[src/rtl/cpu_pkg.sv]
// cpu_pkg -- constants and types shared by the CPU pipeline blocks.
//   XLEN        register data width
//   REG_ADDR_W  register-file address width
//   NUM_REGS    number of architectural registers
//   wb_entry_t  one pending register write: {rd, data}
package cpu_pkg;

  localparam int XLEN       = 32;
  localparam int REG_ADDR_W = 5;
  localparam int NUM_REGS   = 32;

  typedef struct packed {
    logic [REG_ADDR_W-1:0] rd;
    logic [XLEN-1:0]       data;
  } wb_entry_t;

endpackage

[src/rtl/wb_fifo.sv]
// wb_fifo -- pending write-back queue with two push slots and one pop.
//   clk, reset_n     clock (rising edge), asynchronous active-low reset
//   push_a, data_a   first push slot (enqueued first)
//   push_b, data_b   second push slot; takes the first free position when
//                    push_a is low
//   pop              remove the head entry (ignored when empty)
//   head             oldest entry, combinational
//   count            number of queued entries, 0..DEPTH
// The caller guarantees it never pushes more than the free space allows.
module wb_fifo
  import cpu_pkg::*;
#(
  parameter  int DEPTH = 4,
  parameter  int WIDTH = $bits(wb_entry_t),
  localparam int PTR_W = $clog2(DEPTH),
  localparam int CNT_W = $clog2(DEPTH + 1)
) (
  input  logic             clk,
  input  logic             reset_n,
  input  logic             push_a,
  input  logic [WIDTH-1:0] data_a,
  input  logic             push_b,
  input  logic [WIDTH-1:0] data_b,
  input  logic             pop,
  output logic [WIDTH-1:0] head,
  output logic [CNT_W-1:0] count
);

  logic [WIDTH-1:0] mem [DEPTH];
  logic [PTR_W-1:0] wr_ptr;
  logic [PTR_W-1:0] rd_ptr;
  logic [PTR_W-1:0] wr_ptr_next_slot;
  logic             slot0_we;
  logic             slot1_we;
  logic [WIDTH-1:0] slot0_data;
  logic [1:0]       n_push;
  logic             do_pop;

  // Pack the pushes so the first valid one always lands at wr_ptr.
  // NOTE: every always_comb output gets a default first so no path can
  // leave it unassigned and infer a latch.
  always_comb begin
    slot0_we   = push_a | push_b;
    slot0_data = data_b;
    if (push_a) slot0_data = data_a;
    slot1_we   = push_a & push_b;
    n_push     = {1'b0, push_a} + {1'b0, push_b};
  end

  // Pointer arithmetic is PTR_W bits wide, so DEPTH being a power of two
  // makes every increment wrap for free, including the second slot.
  assign wr_ptr_next_slot = wr_ptr + PTR_W'(1);
  assign do_pop           = pop && (count != '0);

  // NOTE: the storage array has no reset; the pointers and count define
  // which entries are live, so stale contents are never observed.
  always_ff @(posedge clk) begin
    if (slot0_we) mem[wr_ptr] <= slot0_data;
    if (slot1_we) mem[wr_ptr_next_slot] <= data_b;
  end

  // NOTE: sequential state uses non-blocking assignments so every register
  // samples the pre-edge values regardless of statement order.
  always_ff @(posedge clk or negedge reset_n) begin
    if (!reset_n) begin
      wr_ptr <= '0;
      rd_ptr <= '0;
      count  <= '0;
    end else begin
      wr_ptr <= wr_ptr + PTR_W'(n_push);
      if (do_pop) rd_ptr <= rd_ptr + PTR_W'(1);
      count  <= count + CNT_W'(n_push) - CNT_W'(do_pop);
    end
  end

  assign head = mem[rd_ptr];

endmodule

[src/rtl/writeback_unit.sv]
// writeback_unit -- merges load and ALU results into a single register-file
// write port through a small queue, and tracks pending writes per register.
//   clk, reset_n                      clock, asynchronous active-low reset
//   mem_valid/ready, mem_rd, mem_data load result producer handshake
//   alu_valid/ready, alu_rd, alu_data ALU result producer handshake
//   issue_valid, issue_rd             decode issued a register-writing instr
//   regwrite, write_reg, write_data   register-file write port (one per cycle)
//   busy                              per-register pending-write scoreboard
module writeback_unit #(
  parameter int DEPTH = 4,
  parameter int XLEN  = cpu_pkg::XLEN
) (
  input  logic            clk,
  input  logic            reset_n,
  input  logic            mem_valid,
  output logic            mem_ready,
  input  logic [4:0]      mem_rd,
  input  logic [XLEN-1:0] mem_data,
  input  logic            alu_valid,
  output logic            alu_ready,
  input  logic [4:0]      alu_rd,
  input  logic [XLEN-1:0] alu_data,
  input  logic            issue_valid,
  input  logic [4:0]      issue_rd,
  output logic            regwrite,
  output logic [4:0]      write_reg,
  output logic [XLEN-1:0] write_data,
  output logic [31:0]     busy
);

  import cpu_pkg::*;

  localparam int ENTRY_W = REG_ADDR_W + XLEN;
  localparam int CNT_W   = $clog2(DEPTH + 1);

  logic [CNT_W-1:0]   count;
  logic [CNT_W-1:0]   free;
  logic [ENTRY_W-1:0] head;
  logic               mem_push;
  logic               alu_push;
  logic [31:0]        busy_next;

  // The head leaves on this edge whenever anything is queued, so one
  // extra slot is available to the producers.
  assign free      = CNT_W'(DEPTH) - count + CNT_W'(count != '0);
  assign mem_ready = (free >= CNT_W'(1));
  assign alu_ready = (free >= CNT_W'(2)) || ((free >= CNT_W'(1)) && !mem_valid);

  // Results for x0 complete their handshake but are dropped here.
  assign mem_push = mem_valid && mem_ready && (mem_rd != '0);
  assign alu_push = alu_valid && alu_ready && (alu_rd != '0);

  wb_fifo #(
    .DEPTH (DEPTH),
    .WIDTH (ENTRY_W)
  ) u_fifo (
    .clk     (clk),
    .reset_n (reset_n),
    .push_a  (mem_push),
    .data_a  ({mem_rd, mem_data}),
    .push_b  (alu_push),
    .data_b  ({alu_rd, alu_data}),
    .pop     (regwrite),
    .head    (head),
    .count   (count)
  );

  // Outputs are forced to zero when empty so an unwritten queue slot is
  // never visible on the write port.
  assign regwrite   = (count != '0);
  assign write_reg  = regwrite ? head[ENTRY_W-1 -: REG_ADDR_W] : '0;
  assign write_data = regwrite ? head[XLEN-1:0] : '0;

  // Set is applied after clear so an issue to the register being written
  // back on the same edge keeps it busy.
  always_comb begin
    busy_next = busy;
    if (regwrite) busy_next[write_reg] = 1'b0;
    if (issue_valid && (issue_rd != '0)) busy_next[issue_rd] = 1'b1;
    busy_next[0] = 1'b0;
  end

  always_ff @(posedge clk or negedge reset_n) begin
    if (!reset_n) busy <= '0;
    else          busy <= busy_next;
  end

endmodule

[config.mk]
export PLATFORM = sky130hd
export DESIGN_NAME = writeback_unit
export DESIGN_NICKNAME = d
export VERILOG_FILES = /design/src/rtl/cpu_pkg.sv /design/src/rtl/wb_fifo.sv /design/src/rtl/writeback_unit.sv
export SDC_FILE = /design/constraint.sdc
export NUM_CORES = 1
export LEC_CHECK = 0
export CAP_MARGIN = 20
export CELL_PAD_IN_SITES_DETAIL_PLACEMENT = 1
export CELL_PAD_IN_SITES_GLOBAL_PLACEMENT = 1
export CORE_ASPECT_RATIO = 0.6
export CORE_MARGIN = 3
export CORE_UTILIZATION = 45
export CTS_BUF_LIST = sky130_fd_sc_hd__clkbuf_4
export DETAILED_ROUTE_END_ITERATION = 8
export GPL_TIMING_DRIVEN = 0
export PLACE_DENSITY = 0.85
export SYNTH_ARGS = -nofsm -noshare
export SYNTH_HDL_FRONTEND = slang
export SYNTH_HIERARCHICAL = 1
export SYNTH_SLANG_ARGS = --single-unit
[constraint.sdc]
create_clock -name clk -period 6.5 [get_ports clk]
set_input_delay 1.3 -clock clk [delete_from_list [all_inputs] [get_ports clk]]
set_output_delay 1.3 -clock clk [all_outputs]
set_load 0.1 [all_outputs]
==> results of run 1 <==
[layout make-up]
cell class,instances,area [µm²]
Buffer,71,360.3
Antenna cell,2,5.005
Fill cell,2172,9070
Multi-Input combinational cell,507,4099
Clock inverter,15,172.7
Sequential cell,186,5395
Inverter,17,71.32
Clock buffer,17,127.6
Timing Repair Buffer,158,1639
Tap cell,279,349.1
[cells in the final DEF, fill, tap and decap left out, drive strengths merged, types with 5 or more instances in the layout]
| master | n |
|---|---|
| o221ai | 148 |
| clkinv | 7 |
| xnor2 | 5 |
| o31ai | 12 |
| nand2 | 82 |
| o41ai | 7 |
| o2bb2ai | 7 |
| ha | 8 |
| nand2b | 78 |
| nor2 | 6 |
| clkbuf | 40 |
| a22o | 7 |
| nand3 | 14 |
| edfxtp | 148 |
| and2 | 34 |
| o21ai | 19 |
| or2 | 5 |
| dfrtp | 38 |
| clkdlybuf4s50 | 153 |
| nor3b | 5 |
| buf | 53 |
| mux4 | 37 |
| nand3b | 5 |
| inv | 22 |
[metal layers]
layer | track usage [%] | up-vias | routed length [µm]
met4 | 7.200 | 0 | 575
met2 | 44.65 | 564 | 15710
li1 | - | 3522 | -
met3 | 5.966 | 57 | 3356
met5 | 0 | - | 0
met1 | 43.04 | 4233 | 14870
[kinds of logic after synthesis]
| logic type | share of synthesized area [%] |
|---|---|
| compound gates | 17.46 |
| simple gates | 13.41 |
| fa+ha+maj | 1.213 |
| other cells | 0.03787 |
| xor+xnor | 0.6192 |
| buf+inv | 4.359 |
| mux | 8.415 |
| flops | 54.49 |
[state kept, by name, indices dropped and copies added (netlist names)]
name           cells
busy              31
u_fifo/count       3
u_fifo/mem       148
u_fifo/rd_ptr      2
u_fifo/wr_ptr      2
[final timing paths]
kind | endpoint | slack [ns] | cells past startpoint
worst max-delay path | alu_ready | 1.38 | 11
worst min-delay path | u_fifo/wr_ptr[0] | 0.52 | 1
worst max register to register | u_fifo/mem[3][3] | 1.47 | 17
worst min register to register | u_fifo/wr_ptr[0] | 0.52 | 1
max in group asynchronous | u_fifo/wr_ptr[1] | 5.11 | 1
min in group asynchronous | busy[28] | 0.80 | 1
[stage by stage]
stage	hold WS [ns]	cell area, µm²
2_1_floorplan	0.4731	9902
3_3_place_gp	0.4828	11790
3_5_place_dp	0.4880	11890
4_1_cts	0.5193	12190
5_1_grt	0.5550	12220
6_report	0.5203	12220
==> results.json, run 1 <==
{
  "cp_max_fo": 10,
  "ant_nets": 0,
  "avgViaCountPerCell": 6.690,
  "die_w_um": 197.5,
  "area_growth_pct": 23.40,
  "drive_gt1_share_pct": 14.01,
  "clk_latency_ns": 0.59,
  "min_period_over_period_pct": 78.82,
  "fmax_mhz": 195.2,
  "drc": 0,
  "fin_crit_ns": 5.123,
  "io_buffers": 154,
  "synth_top_area_share_pct": 44.88,
  "setup_violations": 0,
  "setup_slack_ns": 1.377,
  "path_cells": "or3_1 -> buf_6 -> inv_8 -> buf_6 -> ha_1 -> inv_1 -> ha_1 -> xor2_1 -> nor2_1 -> nand2_1 -> clkdlybuf4s50_1",
  "hold_buffers": 0,
  "relSlewSlack_pct": 31.64,
  "fin_setup_tns_ns": 0,
  "crit_family": "buffers and inverters",
  "cap_violations": 0,
  "grt_max_degree": 39,
  "pin_count": 156,
  "rsz0062_at_grt": "no",
  "r2r-start": "u_fifo/count[1]",
  "cts.sinks": 186,
  "drt-initial-drc-count": 1138,
  "yosys-top-cells-count": "148 x edfxtp_1, 148 x o221ai_1, 82 x nand2_1, 78 x nand2b_1, 40 x buf_2",
  "worstSetupEndpointType": "primary output",
  "core_area_mm2": 0.02129,
  "die_area_mm2": 0.02388,
  "syn_inst": 781,
  "cts_buffer_depth": 2,
  "cp_slowest_cell": "clkdlybuf4s50_1",
  "tightest_slew_ns": 1.022,
  "critPathLaunchType": "flop",
  "drv_slew": 0,
  "wl_um": 34510,
  "critPathKind": "flop to primary output",
  "cp_slowest_stage_delay_ns": 1.16,
  "hold_start": "u_fifo/wr_ptr[0]",
  "dp_slack_ns": 1.452,
  "synth_top_cell_by_area": "edfxtp_1",
  "yosysWarnings": 6,
  "required_ns": 5.20,
  "numCtsBuffers": 17,
  "antenna_found_initial": 2,
  "ys_ff_latch": 186,
  "wire_per_inst_um": 27.56,
  "stdcell_count": 1252,
  "startpoint": "u_fifo/count[1]",
  "grt.overflow.total": 0,
  "dpl.hpwl_um": 24800,
  "clk_pin_slew_worst_paths_ns": 0.17,
  "cts_max_level": 4,
  "post_cts_resized": 0,
  "synth_edf_count": 148,
  "syn_area_per_cell_um2": 12.68,
  "ys_seq_area_share_pct": 54.49,
  "fin_skew_ns": 0.02675,
  "ys_types": 45,
  "post-place-cells": 1217,
  "postLayoutCoreUtil_pct": 57.40,
  "status": "complete, no violations",
  "initial_core_util_pct": 46.51,
  "yosys_most_used_dff": "edfxtp_1",
  "gp_congestion": 0.8480,
  "ys_async_sr_fraction_pct": 20.43,
  "syn_nets": 874,
  "nNetsFinal": 1051,
  "worstPathBufferInverterCount": 5,
  "fp.dieH_um": 120.9,
  "clockRootBuffer": "clkbuf_4",
  "synth_area_mm2": 0.009902,
  "dr.pass1.iters": 5,
  "grt_pass1_wl_um": 52120,
  "vias": 8376,
  "cts_tree": "yes",
  "cp.arrival_ns": 3.82,
  "hp-class": "flop to flop",
  "grt_usage_pct": 29.17,
  "post_cts_buffers": 0,
  "grt_pass1_vias": 8727,
  "synth_area_leaders": "edfxtp_1 45%, o221ai_1 13%, dfrtp_1 9.6%, mux4_2 8.4%, nand2b_1 4.9%",
  "hold_viol_final": 0,
  "rows": 41
}
Power of run 1 is left out: the tool's default activity adds up to more than one toggle a clock period on the data nets, which glitch-free logic cannot reach.
==> inputs of run 2 (changes only) <==
Settings changed: CORE_UTILIZATION 45 to 41, PLACE_DENSITY 0.85 to 0.82.
Clock period 6.5 ns to 4.2 ns, I/O delays scaled along.
==> run 2 against run 1 <==
  * Register-to-register slack got worse by 1.3 ns
  * Sequential cell count unchanged
  * Count of clock-buffer cells in the layout unchanged
  * Routed wire length decreased by 2.5%
  * Die area rose by 9.4%
  * Core utilization is 4.5 points lower
  * Final area is 1.3% higher
  * Worst hold slack worse by 0.20 ns
  * Critical path type unchanged
==> results.json, run 2 (same netlist as run 1, synthesis figures left out) <==
{
  "status": "complete, no violations",
  "area_growth_pct": 25.04,
  "hp-class": "input pin to asynchronous set/reset pin",
  "largest_reg_flops": 148,
  "grt_max_degree": 39,
  "io_buffers": 154,
  "drc": 0,
  "clk_latency_ns": 0.62,
  "setup_slack_ns": 0.1435,
  "required_ns": 3.36,
  "dp_slack_ns": -0.7911,
  "fin_crit_ns": 4.057,
  "numCtsBuffers": 17,
  "multi_input_area_mm2": 0.004131,
  "cts.sinks": 186,
  "core_area_mm2": 0.02340,
  "setup_violations": 0,
  "postLayoutCoreUtil_pct": 52.91,
  "die_area_mm2": 0.02611,
  "cp_max_fo": 10,
  "hold_viol_final": 0,
  "global_route.usage.met1_pct": 39.68,
  "drive_gt1_share_pct": 16.12,
  "cp.arrival_ns": 3.22,
  "grt_pass1_vias": 8393,
  "antenna_found_initial": 1,
  "cts_max_level": 4,
  "fill_cells": 2438,
  "busiest_layer": "met1",
  "wire_per_inst_um": 25.96,
  "grtUsageMet2_pct": 38.25,
  "final_cell_mix": "148 x o221ai_1, 148 x edfxtp_1, 141 x clkdlybuf4s50_1",
  "fp.dieH_um": 126.4,
  "rows": 43,
  "cap_violations": 0,
  "critPathKind": "flop to primary output",
  "rsz0062_at_grt": "yes",
  "die_w_um": 206.6,
  "clockRootBuffer": "clkbuf_4",
  "initial_core_util_pct": 42.31,
  "ant_nets": 0,
  "largest-register": "u_fifo/mem",
  "cts_tree": "yes",
  "regArea_mm2": 0.005399,
  "worstSetupEndpointType": "primary output",
  "wl_um": 33650,
  "avgViaCountPerCell": 6.356,
  "startpoint": "u_fifo/rd_ptr[1]",
  "hold_buffers": 0,
  "fin_skew_ns": 0.02415,
  "drt-initial-drc-count": 1079,
  "drv_slew": 0,
  "critPathLaunchType": "flop",
  "met3_usage_pct": 4.668,
  "r2r-start": "u_fifo/count[1]",
  "fmax_mhz": 246.5,
  "tightest_slew_ns": 0.9976,
  "vias": 8238,
  "relSlewSlack_pct": 33.29,
  "grt_usage_pct": 25.83,
  "hold_ws_ns": 0.3232,
  "pin_count": 156,
  "gp_congestion": 0.8126,
  "nNetsFinal": 1060,
  "clk_pin_slew_worst_paths_ns": 0.16,
  "dpl.hpwl_um": 23860,
  "dr.pass1.iters": 7,
  "grt_pass1_wl_um": 50360,
  "min_period_over_period_pct": 96.58,
  "largestRegisters": "u_fifo/mem: 148 flops, busy: 31 flops, u_fifo/count: 3 flops",
  "grt.overflow.total": 0,
  "cts_buffer_depth": 2
}
==> run 2: cell count changes in the layout (fill, tap and decap cells not counted), moves of 3 or more <==
cell             previous run  this run
clkdlybuf4s50_1           153       141
clkinvlp_4                  0         3
dfrtp_2                     0         3
clkinv_1                    0         4
buf_4                       3        11
dlymetal6s2s_1              0         5
dfrtp_1                    38        35
clkbuf_1                   21        17
clkbuf_2                    2         9
==> run 2: routing by layer <==
metal	wire length, µm	part of all wire [%]	vias to the layer above
met1	14980	45	4185
met2	14920	44	490
met5	0	0	-
met4	409	1.2	0
li1	-	-	3532
met3	3337	9.9	31
==> run 2: cell type report <==
type	instances	area share, %
Buffer	71	3.082
Multi-Input combinational cell	507	33.37
Timing Repair Buffer	167	13.67
Clock inverter	15	1.465
Clock buffer	17	1.031
Tap cell	315	3.183
Antenna cell	1	0.02021
Inverter	17	0.5760
Sequential cell	186	43.60
==> run 2: critical path: stages, from the launching register on <==
cell             delay, ns
dfrtp_1               0.37
buf_2                 0.28
buf_2                 0.37
mux4_2                0.29
and2_1                0.14
clkdlybuf4s50_1       1.13
==> run 2: path summary, 6_finish.rpt <==
path	endpoint	slack (ns)	depth (start not counted)
min in group clk	busy[1]	0.52	1
min reg2reg	busy[1]	0.52	1
max reg2reg	u_fifo/count[2]	0.15	21
max in group asynchronous	u_fifo/count[2]	3.26	1
max	write_data[26]	0.14	5
min	busy[29]	0.32	1
==> run 2: per-stage QoR <==
stage | instance area [µm²] | cells | TNS, ns
after floorplan | 9910 | 781 | -5.280
after global placement | 11850 | 1250 | -179.07
after detailed placement | 11930 | 1253 | -86.87
after CTS | 12350 | 1293 | 0
after global routing | 12380 | 1296 | -0.03195
final | 12380 | 1296 | 0
==> run 2: what timing repair did <==
item,4_1_cts,5_1_grt
buffers inserted,8,2
setup endpoints to repair,158,39
pin swaps,3,1
gates resized for setup,22,28
gates cloned,0,0
Power of run 2 is left out for the same reason.
